`config.mk`:
```
export PLATFORM = sky130hd
export DESIGN_NAME = postprocess_linear_ctrl_flat
export DESIGN_NICKNAME = d
export VERILOG_FILES = /design/src/rtl/postprocess_pkg.sv /design/src/rtl/postprocess_linear_ctrl_if.sv /design/src/rtl/pp_delay_line.sv /design/src/rtl/postprocess_linear_ctrl.sv /design/src/flat_wrapper.sv
export SDC_FILE = /design/constraint.sdc
export NUM_CORES = 1
export LEC_CHECK = 0
export ABC_CLOCK_PERIOD_IN_PS = 3660
export CAP_MARGIN = 0
export CELL_PAD_IN_SITES_DETAIL_PLACEMENT = 1
export CELL_PAD_IN_SITES_GLOBAL_PLACEMENT = 1
export CORE_MARGIN = 2
export CORE_UTILIZATION = 30
export DETAILED_ROUTE_END_ITERATION = 16
export DONT_BUFFER_PORTS = 1
export GPL_ROUTABILITY_DRIVEN = 0
export PLACE_DENSITY = 0.65
export SLEW_MARGIN = 20
export SYNTH_ARGS = -nofsm -noshare
export SYNTH_HDL_FRONTEND = slang
export SYNTH_HIERARCHICAL = 1
export SYNTH_SLANG_ARGS = --single-unit
```
`constraint.sdc`:
```
create_clock -name clk -period 3.66 [get_ports clk]
set_clock_uncertainty 0.2 [all_clocks]
set_input_delay 0.732 -clock clk [delete_from_list [all_inputs] [get_ports clk]]
set_output_delay 0.732 -clock clk [all_outputs]
set_load 0.005 [all_outputs]
```
`src/rtl/postprocess_pkg.sv`:
```
// Shared types and constants for the PostProcess linear-stage sequencer.
// Holds the FSM state encoding, datapath widths and class index values.
package postprocess_pkg;

  localparam int ITER_W  = 9;
  localparam int SCORE_W = 32;

  localparam logic [1:0] ST_IDLE   = 2'd0;
  localparam logic [1:0] ST_ISSUE  = 2'd1;
  localparam logic [1:0] ST_DRAIN  = 2'd2;
  localparam logic [1:0] ST_RESULT = 2'd3;

  typedef enum logic [1:0] {
    IDLE   = ST_IDLE,
    ISSUE  = ST_ISSUE,
    DRAIN  = ST_DRAIN,
    RESULT = ST_RESULT
  } state_t;

  localparam logic CLASS_0 = 1'b0;
  localparam logic CLASS_1 = 1'b1;

endpackage

```
`src/rtl/postprocess_linear_ctrl_if.sv`:
```
// Bus between the linear-stage sequencer and its host, buffers and datapath.
// master = sequencer side, slave = host/buffer/datapath side.
interface postprocess_linear_ctrl_if;
  import postprocess_pkg::*;

  // Handshake: start is a one-cycle request honoured only while busy=0;
  // busy rises the cycle after an accepted start and falls in the cycle
  // done pulses. class_out is valid from done and held until the next done.
  // rd_en/rd_addr are fire-and-forget strobes; lin_en/lin_iter follow them
  // RD_LAT cycles later with no back-pressure.
  logic                       start;
  logic                       hold;
  logic                       busy;
  logic                       rd_en;
  logic [ITER_W-1:0]          rd_addr;
  logic                       lin_en;
  logic [ITER_W-1:0]          lin_iter;
  logic signed [SCORE_W-1:0]  score0;
  logic signed [SCORE_W-1:0]  score1;
  logic                       done;
  logic                       class_out;

  modport master (
    input  start, hold, score0, score1,
    output busy, rd_en, rd_addr, lin_en, lin_iter, done, class_out
  );

  modport slave (
    output start, hold, score0, score1,
    input  busy, rd_en, rd_addr, lin_en, lin_iter, done, class_out
  );

endinterface

```
`src/rtl/pp_delay_line.sv`:
```
// Fixed-depth shift register with asynchronous active-low clear.
// Aligns read strobes with the datapath enable after the memory read latency.
module pp_delay_line #(
  parameter int DEPTH = 1,
  parameter int WIDTH = 1
) (
  input  logic             clk,
  input  logic             rst_b,
  input  logic [WIDTH-1:0] d,
  output logic [WIDTH-1:0] q
);

  logic [WIDTH-1:0] stage [DEPTH];

  always_ff @(posedge clk or negedge rst_b) begin
    if (!rst_b) begin
      for (int i = 0; i < DEPTH; i++) stage[i] <= '0;
    end else begin
      stage[0] <= d;
      for (int i = 1; i < DEPTH; i++) stage[i] <= stage[i-1];
    end
  end

  assign q = stage[DEPTH-1];

endmodule

```
`src/rtl/postprocess_linear_ctrl.sv`:
```
// Sequencer for the 2-class PostProcess linear stage: walks N_IN features,
// waits for the MAC pipeline to drain, then reports the argmax class.
module postprocess_linear_ctrl
  import postprocess_pkg::*;
#(
  parameter int N_IN    = 288,
  parameter int RD_LAT  = 1,
  parameter int MAC_LAT = 2
) (
  input  logic                      clk,
  input  logic                      rst_b,
  postprocess_linear_ctrl_if.master bus,
  output state_t                    state_dbg
);

  localparam int DRAIN_CYC = RD_LAT + MAC_LAT;
  localparam int CNT_W     = (DRAIN_CYC > 1) ? $clog2(DRAIN_CYC) : 1;
  localparam logic [ITER_W-1:0] LAST_IDX = ITER_W'(N_IN - 1);
  localparam logic [CNT_W-1:0]  LAST_CNT = CNT_W'(DRAIN_CYC - 1);

  state_t            state, state_nxt;
  logic [ITER_W-1:0] idx, idx_nxt;
  logic [CNT_W-1:0]  cnt, cnt_nxt;
  logic              done_q, done_nxt;
  logic              class_q, class_nxt;
  logic              issue;

  always_ff @(posedge clk or negedge rst_b) begin
    if (!rst_b) begin
      state   <= IDLE;
      idx     <= '0;
      cnt     <= '0;
      done_q  <= 1'b0;
      class_q <= CLASS_0;
    end else begin
      state   <= state_nxt;
      idx     <= idx_nxt;
      cnt     <= cnt_nxt;
      done_q  <= done_nxt;
      class_q <= class_nxt;
    end
  end

  always_comb begin
    state_nxt = state;
    idx_nxt   = idx;
    cnt_nxt   = cnt;
    done_nxt  = 1'b0;
    class_nxt = class_q;
    issue     = 1'b0;
    case (state)
      IDLE: begin
        if (bus.start) begin
          state_nxt = ISSUE;
          idx_nxt   = '0;
        end
      end
      ISSUE: begin
        // idx parks on the last index so rd_addr holds it through DRAIN
        if (!bus.hold) begin
          issue = 1'b1;
          if (idx == LAST_IDX) begin
            state_nxt = DRAIN;
            cnt_nxt   = '0;
          end else begin
            idx_nxt = idx + 1'b1;
          end
        end
      end
      DRAIN: begin
        if (cnt == LAST_CNT) state_nxt = RESULT;
        else                 cnt_nxt   = cnt + 1'b1;
      end
      RESULT: begin
        state_nxt = IDLE;
        done_nxt  = 1'b1;
        class_nxt = ($signed(bus.score0) >= $signed(bus.score1)) ? CLASS_0 : CLASS_1;
      end
      default: state_nxt = IDLE;
    endcase
  end

  pp_delay_line #(
    .DEPTH (RD_LAT),
    .WIDTH (ITER_W + 1)
  ) u_align (
    .clk   (clk),
    .rst_b (rst_b),
    .d     ({issue, idx}),
    .q     ({bus.lin_en, bus.lin_iter})
  );

  assign bus.rd_en     = issue;
  assign bus.rd_addr   = idx;
  assign bus.busy      = (state != IDLE);
  assign bus.done      = done_q;
  assign bus.class_out = class_q;
  assign state_dbg     = state;

endmodule

```
`src/flat_wrapper.sv`:
```
// flat-port wrapper written by rule: the top's interface ports become plain ports
module postprocess_linear_ctrl_flat import postprocess_pkg::*;
#(
  parameter int N_IN    = 288,
  parameter int RD_LAT  = 1,
  parameter int MAC_LAT = 2
)
  (clk, rst_b, state_dbg, bus_start, bus_hold, bus_score0, bus_score1, bus_busy, bus_rd_en, bus_rd_addr, bus_lin_en, bus_lin_iter, bus_done, bus_class_out);
  postprocess_linear_ctrl_if bus_i ();
  input  logic clk;
  input  logic rst_b;
  output state_t state_dbg;
  input wire logic [$bits(bus_i.start)-1:0] bus_start;
  input wire logic [$bits(bus_i.hold)-1:0] bus_hold;
  input wire logic [$bits(bus_i.score0)-1:0] bus_score0;
  input wire logic [$bits(bus_i.score1)-1:0] bus_score1;
  output wire logic [$bits(bus_i.busy)-1:0] bus_busy;
  output wire logic [$bits(bus_i.rd_en)-1:0] bus_rd_en;
  output wire logic [$bits(bus_i.rd_addr)-1:0] bus_rd_addr;
  output wire logic [$bits(bus_i.lin_en)-1:0] bus_lin_en;
  output wire logic [$bits(bus_i.lin_iter)-1:0] bus_lin_iter;
  output wire logic [$bits(bus_i.done)-1:0] bus_done;
  output wire logic [$bits(bus_i.class_out)-1:0] bus_class_out;
  assign bus_i.start = bus_start;
  assign bus_i.hold = bus_hold;
  assign bus_i.score0 = bus_score0;
  assign bus_i.score1 = bus_score1;
  assign bus_busy = bus_i.busy;
  assign bus_rd_en = bus_i.rd_en;
  assign bus_rd_addr = bus_i.rd_addr;
  assign bus_lin_en = bus_i.lin_en;
  assign bus_lin_iter = bus_i.lin_iter;
  assign bus_done = bus_i.done;
  assign bus_class_out = bus_i.class_out;
  postprocess_linear_ctrl #(.N_IN(N_IN), .RD_LAT(RD_LAT), .MAC_LAT(MAC_LAT)) u_core (.clk(clk), .rst_b(rst_b), .bus(bus_i), .state_dbg(state_dbg));
endmodule
```
=== Yosys cells after proc, flatten, opt, wreduce, memory -nomap -nowiden ===
Cells that the tools add are included.

* Word-level logic and storage cells: 44
* Output and inout port bits: 25
* Bits of input ports: 68
* Register bits: 25

* Magnitude comparators: 1
* Muxes and demuxes: 17
* Eq/ne operators: 11
* $add $sub $neg: 2
* Reductions and logical operators: 7

{| class="wikitable"
|+ Operators with widths
! cell !! number
|-
| $ge A32 B32 Y1 || 1
|-
| $mux W9 || 3
|-
| $pmux W9 S2 || 1
|-
| $mux W2 || 7
|-
| $reduce_and A4 Y1 || 3
|-
| $add A9 B1 Y9 const B || 1
|-
| $eq A9 B9 Y1 const B || 1
|-
| $ne A2 B2 Y1 const B || 4
|-
| $pmux W2 S4 || 1
|-
| $eq A2 B2 Y1 const B || 3
|-
| $reduce_bool A2 Y1 || 3
|-
| $mux W1 || 4
|-
| $ne A2 B1 Y1 const B || 2
|-
| $pmux W2 S2 || 1
|-
| $add A2 B1 Y2 const B || 1
|-
| $eq A2 B1 Y1 const B || 1
|-
| $logic_not A2 Y1 || 1
|}

=== Depth between registers and ports, before layout ===
Gate-level depths: netlist of the first run.

* Word-level depth: 4
* Depth in mapped cells: 8
* Depth with buffers taken out: 8

=== Cells and area by module ===
The synthesis of the first run kept the hierarchy.

{| class="wikitable"
|+ By module, submodules not included
! module !! area an instance (um^2) !! cells each !! times used !! sequential area each (um^2)
|-
| postprocess_linear_ctrl || 1,646.6 || 199 || 1 || 375.4
|-
| pp_delay_line || 250.2 || 10 || 1 || 250.2
|}

=== Worst setup path before layout of the first run ===
OpenSTA, ideal clock, no wires.

* Kind: in2reg
* Start: input bus_score1[14]
* End: register u_core.class_q, in the netlist u_core/bus.class_out
* Setup time: 0.064 ns
* Arrival: 2.147 ns
* Buffers on the path: 0
* Stages: 8
* Path slack: 1.248 ns
* Required time: 3.396 ns
* Cells stage by stage: inv_1 -> ha_1 -> a21oi_1 -> nand2_1 -> a221o_1 -> a211o_1 -> a311oi_1 -> a211o_1

* Longest elaborated chain between the ends: 2

{| class="wikitable"
|+ Ends and longest elaborated chain
! what !! line !! RTL
|-
| start: declaration || flat_wrapper.sv:16 || <nowiki>input wire logic [$bits(bus_i.score1)-1:0] bus_score1;</nowiki>
|-
| $ge A32 B32 Y1 || postprocess_linear_ctrl.sv:77 || <nowiki>class_nxt = ($signed(bus.score0) >= $signed(bus.score1)) ? CLASS_0 : CLASS_1;</nowiki>
|-
| $mux W1 || postprocess_linear_ctrl.sv:77 ||
|-
| end signal: assignment || postprocess_linear_ctrl.sv:40 || <nowiki>class_q <= class_nxt;</nowiki>
|-
| end: declaration || postprocess_linear_ctrl.sv:25 || <nowiki>logic class_q, class_nxt;</nowiki>
|}

No other way between the ends.
A chain may end at the register's enable or synchronous reset.

=== Final worst setup path of the first run ===
Same ends and word-level chain as after synthesis.

==> flow_summary.toml, run 1 <==
[status]
outcome = "complete, no violations"

[floorplanning]
die_h_um = 83.5
rows = 28
dieArea_um2 = 6970
ios = 93
die_w_um = 83.5
initial_core_util_pct = 31.5
coreArea_um2 = 6030

[yosys]
synth_flop_cell = "dfrtp_1"
yosys.cell_types.count = 32
netlist_instances = 209
synthTopCellsByCount = "inv_1 (41), ha_1 (39), dfrtp_1 (25), nor2_1 (17), a21oi_1 (16)"
synthArstFlopShare_pct = 100
synth.net_count = 316
avgSynthCellArea_um2 = 9.08
synth-seq-cells = 25
synth_top_cell_area_share_pct = 33.0
syn-cell-area_um2 = 1900
seq_area_frac_synth_pct = 33.0
ys_warn_count = 6
synth.area.top_cells = "dfrtp_1 (33%), ha_1 (26%), inv_1 (8.1%)"
synth_edf_count = 0
yosysTopAreaCell = "dfrtp_1"
synth_most_common_cell = "inv_1"

[grt]
gr-total-overflow = 0
grt_pass1_wl_um = 6960
grt_max_degree = 26
track_usage_pct = 12.0
antenna_found_initial = 0
grt_pass1_vias = 1551

[cts]
cts_setup_buffers = 0
clk_path_buf_depth = 2
cts_tree = "built"
cts-root-buf = "clkbuf_8"
cts.sinks = 25
hold_buffers = 1
clk_pin_slew_ns = 0.08
cts_made_buffers = 3
htreeDepth = 1
clk-insertion-delay-late_ns = 0.26
ctsResizeCount = 0

[placement]
hpwl_um = 3660
portBuffers = 0

[hold_path]
hp-class = "in -> async"

[drt]
drc = 0
wl_per_cell_um = 14.8
routed_wl_um = 4250
ant_nets = 0
via_per_inst = 5.14
dr_total_vias = 1480
drt_iter0_drc = 9
dr.pass1.iters = 4

[timing]
period_needed_ns = 2.35
worst_slew_pin_slew_ns = 0.416
tns_ns = 0
finalHoldViolations = 0
max_slew_margin_pct = 72.0
slew_violations = 0
rsz0062_at_grt = "no"
final.period_utilization_pct = 64.2
setup_viol = 0
max_freq_ghz = 0.426

[layout]
diodes = 0
fillers = 722
layout.nets = 321
drive_gt1_share_pct = 5.16
utilization_pct = 34.1
area_growth_pct = 8.18

[job]
drv_cap = 0

[worst_setup_path]
worst_setup_path_start_kind = "input pin"
worstSetupEndpointType = "flip-flop"
crit_type = "in -> reg"
critical_path_required_ns = 3.61
crit_arrival_ns = 2.30
cp_max_fo = 3

[pwr]
p_leak_nw = 1.09
power_mw = 0.929
powerDensity_nw_per_um2 = 453
ir_worst_vdd_mv = 0.353
[per-stage QoR]
stage / setup WS [ns] / hold WS (ns) / instances / cell area, µm²
5_1_grt: 1.17 / 0.0629 / 288 / 2050
4_1_cts: 1.29 / 0.0679 / 288 / 2050
2_1_floorplan: 1.25 / 0.229 / 209 / 1900
6_report: 1.31 / 0.0686 / 288 / 2050
3_5_place_dp: 1.01 / 0.237 / 283 / 1990
3_3_place_gp: 1.07 / 0.237 / 283 / 1990
[routing by layer]
metal / vias to the layer above / track usage (%) / part of all wire [%] / wire length [µm]
met3: 5 / 2.87 / 7.6 / 324
li1: 726 / - / - / -
met2: 58 / 22.1 / 49 / 2080
met4: 0 / 2.64 / 0.94 / 40
met5: - / 0 / 0 / 0
met1: 691 / 14.2 / 42 / 1800
[logic make-up after synthesis]
group,after synthesis,synth area share (%)
buffers and inverters,42,8.31
muxes,1,0.594
xor gates and xnor gates,7,3.23
and+or+nand+nor,56,15.5
AOI/OAI and AO/OA,39,13.7
DFF,25,33.0
adders and majority gates,39,25.7
[registers in the layout, indices dropped and copies added (netlist names)]
signal,count
u_core/u_align/q,10
u_core/bus.class_out,1
u_core/cnt,2
u_core/state_dbg,2
u_core/bus.done,1
u_core/bus.rd_addr,9
[final timing paths]
path / start / end / slack, ns / depth (start not counted)
worst max-delay path: bus_score1[14] / u_core/bus.class_out / 1.31 / 7
worst min-delay path: rst_b / u_core/u_align/q[2] / 0.07 / 1
worst max register to register: u_core/bus.rd_addr[0] / u_core/bus.rd_addr[7] / 1.39 / 7
worst min register to register: u_core/bus.rd_addr[1] / u_core/u_align/q[1] / 0.28 / 0
max in group asynchronous: rst_b / u_core/u_align/q[8] / 3.05 / 1
min in group clk: u_core/bus.rd_addr[1] / u_core/u_align/q[1] / 0.28 / 0
[critical path, stage by stage]
cell and delay (ns):
inv_1 0.02, ha_1 0.30, nand4_1 0.15, nor4_1 0.45, nand4b_1 0.19, and4b_1 0.24, a211o_1 0.22
[cell usage in the layout, fill, tap and decap left out]
cell	n
o211ai_1	1
clkbuf_8	3
ha_1	39
o32a_1	1
a211oi_1	1
inv_1	41
nand4b_1	1
buf_12	1
a22o_1	3
nand3_1	6
nor4b_4	1
xor2_1	7
a21o_1	1
nor4_1	1
a311oi_1	1
nor2_1	17
a22oi_1	1
and3_2	1
clkbuf_1	1
and3_1	2
nor3_1	1
nand2_1	14
nand4_1	10
and3_4	1
a211o_1	2
mux2_2	1
and4b_1	1
a311o_2	1
o21ai_2	1
a21oi_4	1
dfrtp_1	25
a221o_1	1
a21oi_1	16
o21ai_0	8
[report_power, final]
part           switching, mW  internal (mW)  total [mW]
clock                 0.0803         0.0777       0.158
combinational          0.206          0.155       0.361
sequential            0.0683          0.342       0.410
total                  0.355          0.574       0.929
[final cells by class]
| class | instances | area (µm²) | share of cell area (%) |
|---|---|---|---|
| Clock buffer | 4 | 45.0 | 2.20 |
| Sequential cell | 25 | 626 | 30.5 |
| Inverter | 41 | 154 | 7.50 |
| Timing Repair Buffer | 1 | 20.0 | 0.976 |
| Multi-Input combinational cell | 142 | 1110 | 54.3 |
| Tap cell | 75 | 93.8 | 4.57 |
No activity file was read; power rests on OpenSTA's default activity.
==> inputs of run 2 (changes only) <==
--- a/config.mk
+++ b/config.mk
@@ -5,7 +5,7 @@
 export SDC_FILE = /design/constraint.sdc
 export NUM_CORES = 1
 export LEC_CHECK = 0
-export ABC_CLOCK_PERIOD_IN_PS = 3660
+export ABC_CLOCK_PERIOD_IN_PS = 2150
 export CAP_MARGIN = 0
 export CELL_PAD_IN_SITES_DETAIL_PLACEMENT = 1
 export CELL_PAD_IN_SITES_GLOBAL_PLACEMENT = 1
@@ -14,7 +14,7 @@
 export DETAILED_ROUTE_END_ITERATION = 16
 export DONT_BUFFER_PORTS = 1
 export GPL_ROUTABILITY_DRIVEN = 0
-export PLACE_DENSITY = 0.65
+export PLACE_DENSITY = 0.67
 export SLEW_MARGIN = 20
 export SYNTH_ARGS = -nofsm -noshare
 export SYNTH_HDL_FRONTEND = slang
==> constraint.sdc (replaced) <==
create_clock -name clk -period 2.15 [get_ports clk]
set_clock_uncertainty 0.2 [all_clocks]
set_input_delay 0.43 -clock clk [delete_from_list [all_inputs] [get_ports clk]]
set_output_delay 0.43 -clock clk [all_outputs]
set_load 0.005 [all_outputs]
==> flow_summary.toml, run 2 (synthesized netlist as in run 1, its figures left out) <==
[worst_setup_path]
critical_path.endpoint = "u_core/bus.rd_addr[8]"
critPathLaunch = "u_core/bus.rd_addr[1]"
rr_worst_depth = 7
r2r_setup_slack_ns = 0.04
r2r_end = "u_core/bus.rd_addr[8]"
cp_max_fo = 7
worstSetupEndpointType = "flip-flop"
critical_path_required_ns = 2.15
crit_type = "reg -> reg"
crit_arrival_ns = 2.11
worst_setup_path_start_kind = "flip-flop"
reg2reg_from = "u_core/bus.rd_addr[1]"

[job]
drv_cap = 0

[layout]
area_growth_pct = 17.7
largest_reg_flops = 10
layout.nets = 344
final_common_cell = "inv_1"
drive_gt1_share_pct = 15.7
diodes = 0
final_cell_mix = "inv_1 (40), ha_1 (37), dfrtp_1 (25), buf_4 (22), nor2_1 (17)"
fin_area_um2 = 2230

[floorplanning]
coreArea_um2 = 6030
die_h_um = 83.5
ios = 93
die_w_um = 83.5
rows = 28
initial_core_util_pct = 31.5
dieArea_um2 = 6970

[cts]
cts-root-buf = "clkbuf_8"
cts_tree = "built"
htreeDepth = 1
clk_pin_slew_ns = 0.09
cts_made_buffers = 3
clk_path_buf_depth = 2
cts.sinks = 25
clk-insertion-delay-late_ns = 0.27

[pwr]
intPower_mw = 1.13
p_leak_nw = 1.21
powerDensity_nw_per_um2 = 799
p_sw_share_pct = 36.4
comb_power_share_pct = 48.0
power_mw = 1.78
ir_worst_vdd_mv = 0.610
p_seq_share_pct = 36.6
clock_power_share_pct = 15.4
switchingPower_mw = 0.650

[grt]
grt_pass1_vias = 1620
grt_pass1_wl_um = 7270
track_usage_pct = 12.3
grt_max_degree = 26
antenna_found_initial = 0
gr-total-overflow = 0

[drt]
dr.pass1.iters = 4
routed_wl_um = 4470
wl_per_cell_um = 14.4
wl_met3_um = 302
wl_met1_um = 1980
drt_iter0_drc = 21
drc = 0
dr_total_vias = 1563
wl_met2_um = 2170
dr.max_layer_used = "met4"
via_per_inst = 5.03
ant_nets = 0

[timing]
rsz0062_at_grt = "yes"
max_freq_ghz = 0.473
final.period_utilization_pct = 98.4
setup_viol = 0
worst_slew_pin_slew_ns = 0.267
slew_violations = 0
period_needed_ns = 2.11
tns_ns = 0
max_slew_margin_pct = 82.0
finalHoldViolations = 0
hold-worst-slack_ns = 0.0616

[hold_path]
hp-class = "in -> reg"

[placement]
portBuffers = 0
place_area_um2 = 2090
hpwl_um = 3750

[status]
outcome = "complete, no violations"
==> run 2: layout make-up <==
class | instances | area [µm²]
clock inverters | 1 | 5.00
clock buffers | 3 | 41.3
flip-flops and latches | 25 | 626
well taps | 75 | 93.8
repair buffers | 24 | 195
fillers | 728 | 3790
multi-input cells | 142 | 1120
inverters | 41 | 154
==> run 2: worst min-delay path by stage <==
stage          startpoint              endpoint  slack (ns)  cells after the start
2_1_floorplan       rst_b  u_core/bus.class_out       -0.07                      0
3_3_place_gp        rst_b   u_core/u_align/q[2]       -0.06                      0
3_5_place_dp        rst_b   u_core/u_align/q[2]       -0.07                      0
4_1_cts          bus_hold   u_core/u_align/q[9]        0.06                      1
5_1_grt          bus_hold   u_core/u_align/q[9]        0.06                      1
6_report         bus_hold   u_core/u_align/q[9]        0.06                      1
==> run 2: what timing repair did <==
action,in CTS,in global routing
setup endpoints to repair,2,6
gates resized for setup,0,3
hold buffers,2,0
cloned,0,0
buffers inserted,1,7
endpoints found under the hold margin,25,0
pin swaps,2,7
==> run 2: layer usage <==
layer,global-route usage (%),up-vias
met4,0.880,0
li1,-,773
met2,22.1,58
met3,3.96,2
met1,15.0,730
met5,0,-
==> run 2: per-stage QoR <==
stage	cells	utilization, %	setup slack (ns)
6_report	311	37.1	0.0352
5_1_grt	311	37.1	-0.0850
4_1_cts	304	36.1	0.0318
3_5_place_dp	297	34.7	-0.107
3_3_place_gp	297	34.7	-0.0515
2_1_floorplan	209	-	0.0404
==> run 2: critical path: stages, from the launching register on <==
cell,delay (ns)
dfrtp_1,0.40
ha_2,0.20
and3_4,0.16
a311o_2,0.42
a21oi_4,0.24
nand4_1,0.15
xor2_1,0.17
nor2_1,0.12
==> run 2: power groups by stage <==
stage                     Clock, mW  Sequential (mW)  Combinational [mW]
after global placement            0            0.659               0.698
final                         0.275            0.652               0.856
after detailed placement          0            0.659               0.727
after CTS                     0.284            0.653               0.762
after global routing          0.302            0.665               0.974
after floorplan                   0            0.673               0.485
==> inputs of run 3 (changes only) <==
--- a/config.mk
+++ b/config.mk
@@ -11,6 +11,7 @@
 export CELL_PAD_IN_SITES_GLOBAL_PLACEMENT = 1
 export CORE_MARGIN = 2
 export CORE_UTILIZATION = 30
+export CTS_BUF_LIST = sky130_fd_sc_hd__clkbuf_2 sky130_fd_sc_hd__clkbuf_4 sky130_fd_sc_hd__clkbuf_8
 export DETAILED_ROUTE_END_ITERATION = 16
 export DONT_BUFFER_PORTS = 1
 export GPL_ROUTABILITY_DRIVEN = 0
==> results of run 3 <==
The final DEF is identical to that of run 2; final timing and power are the same.
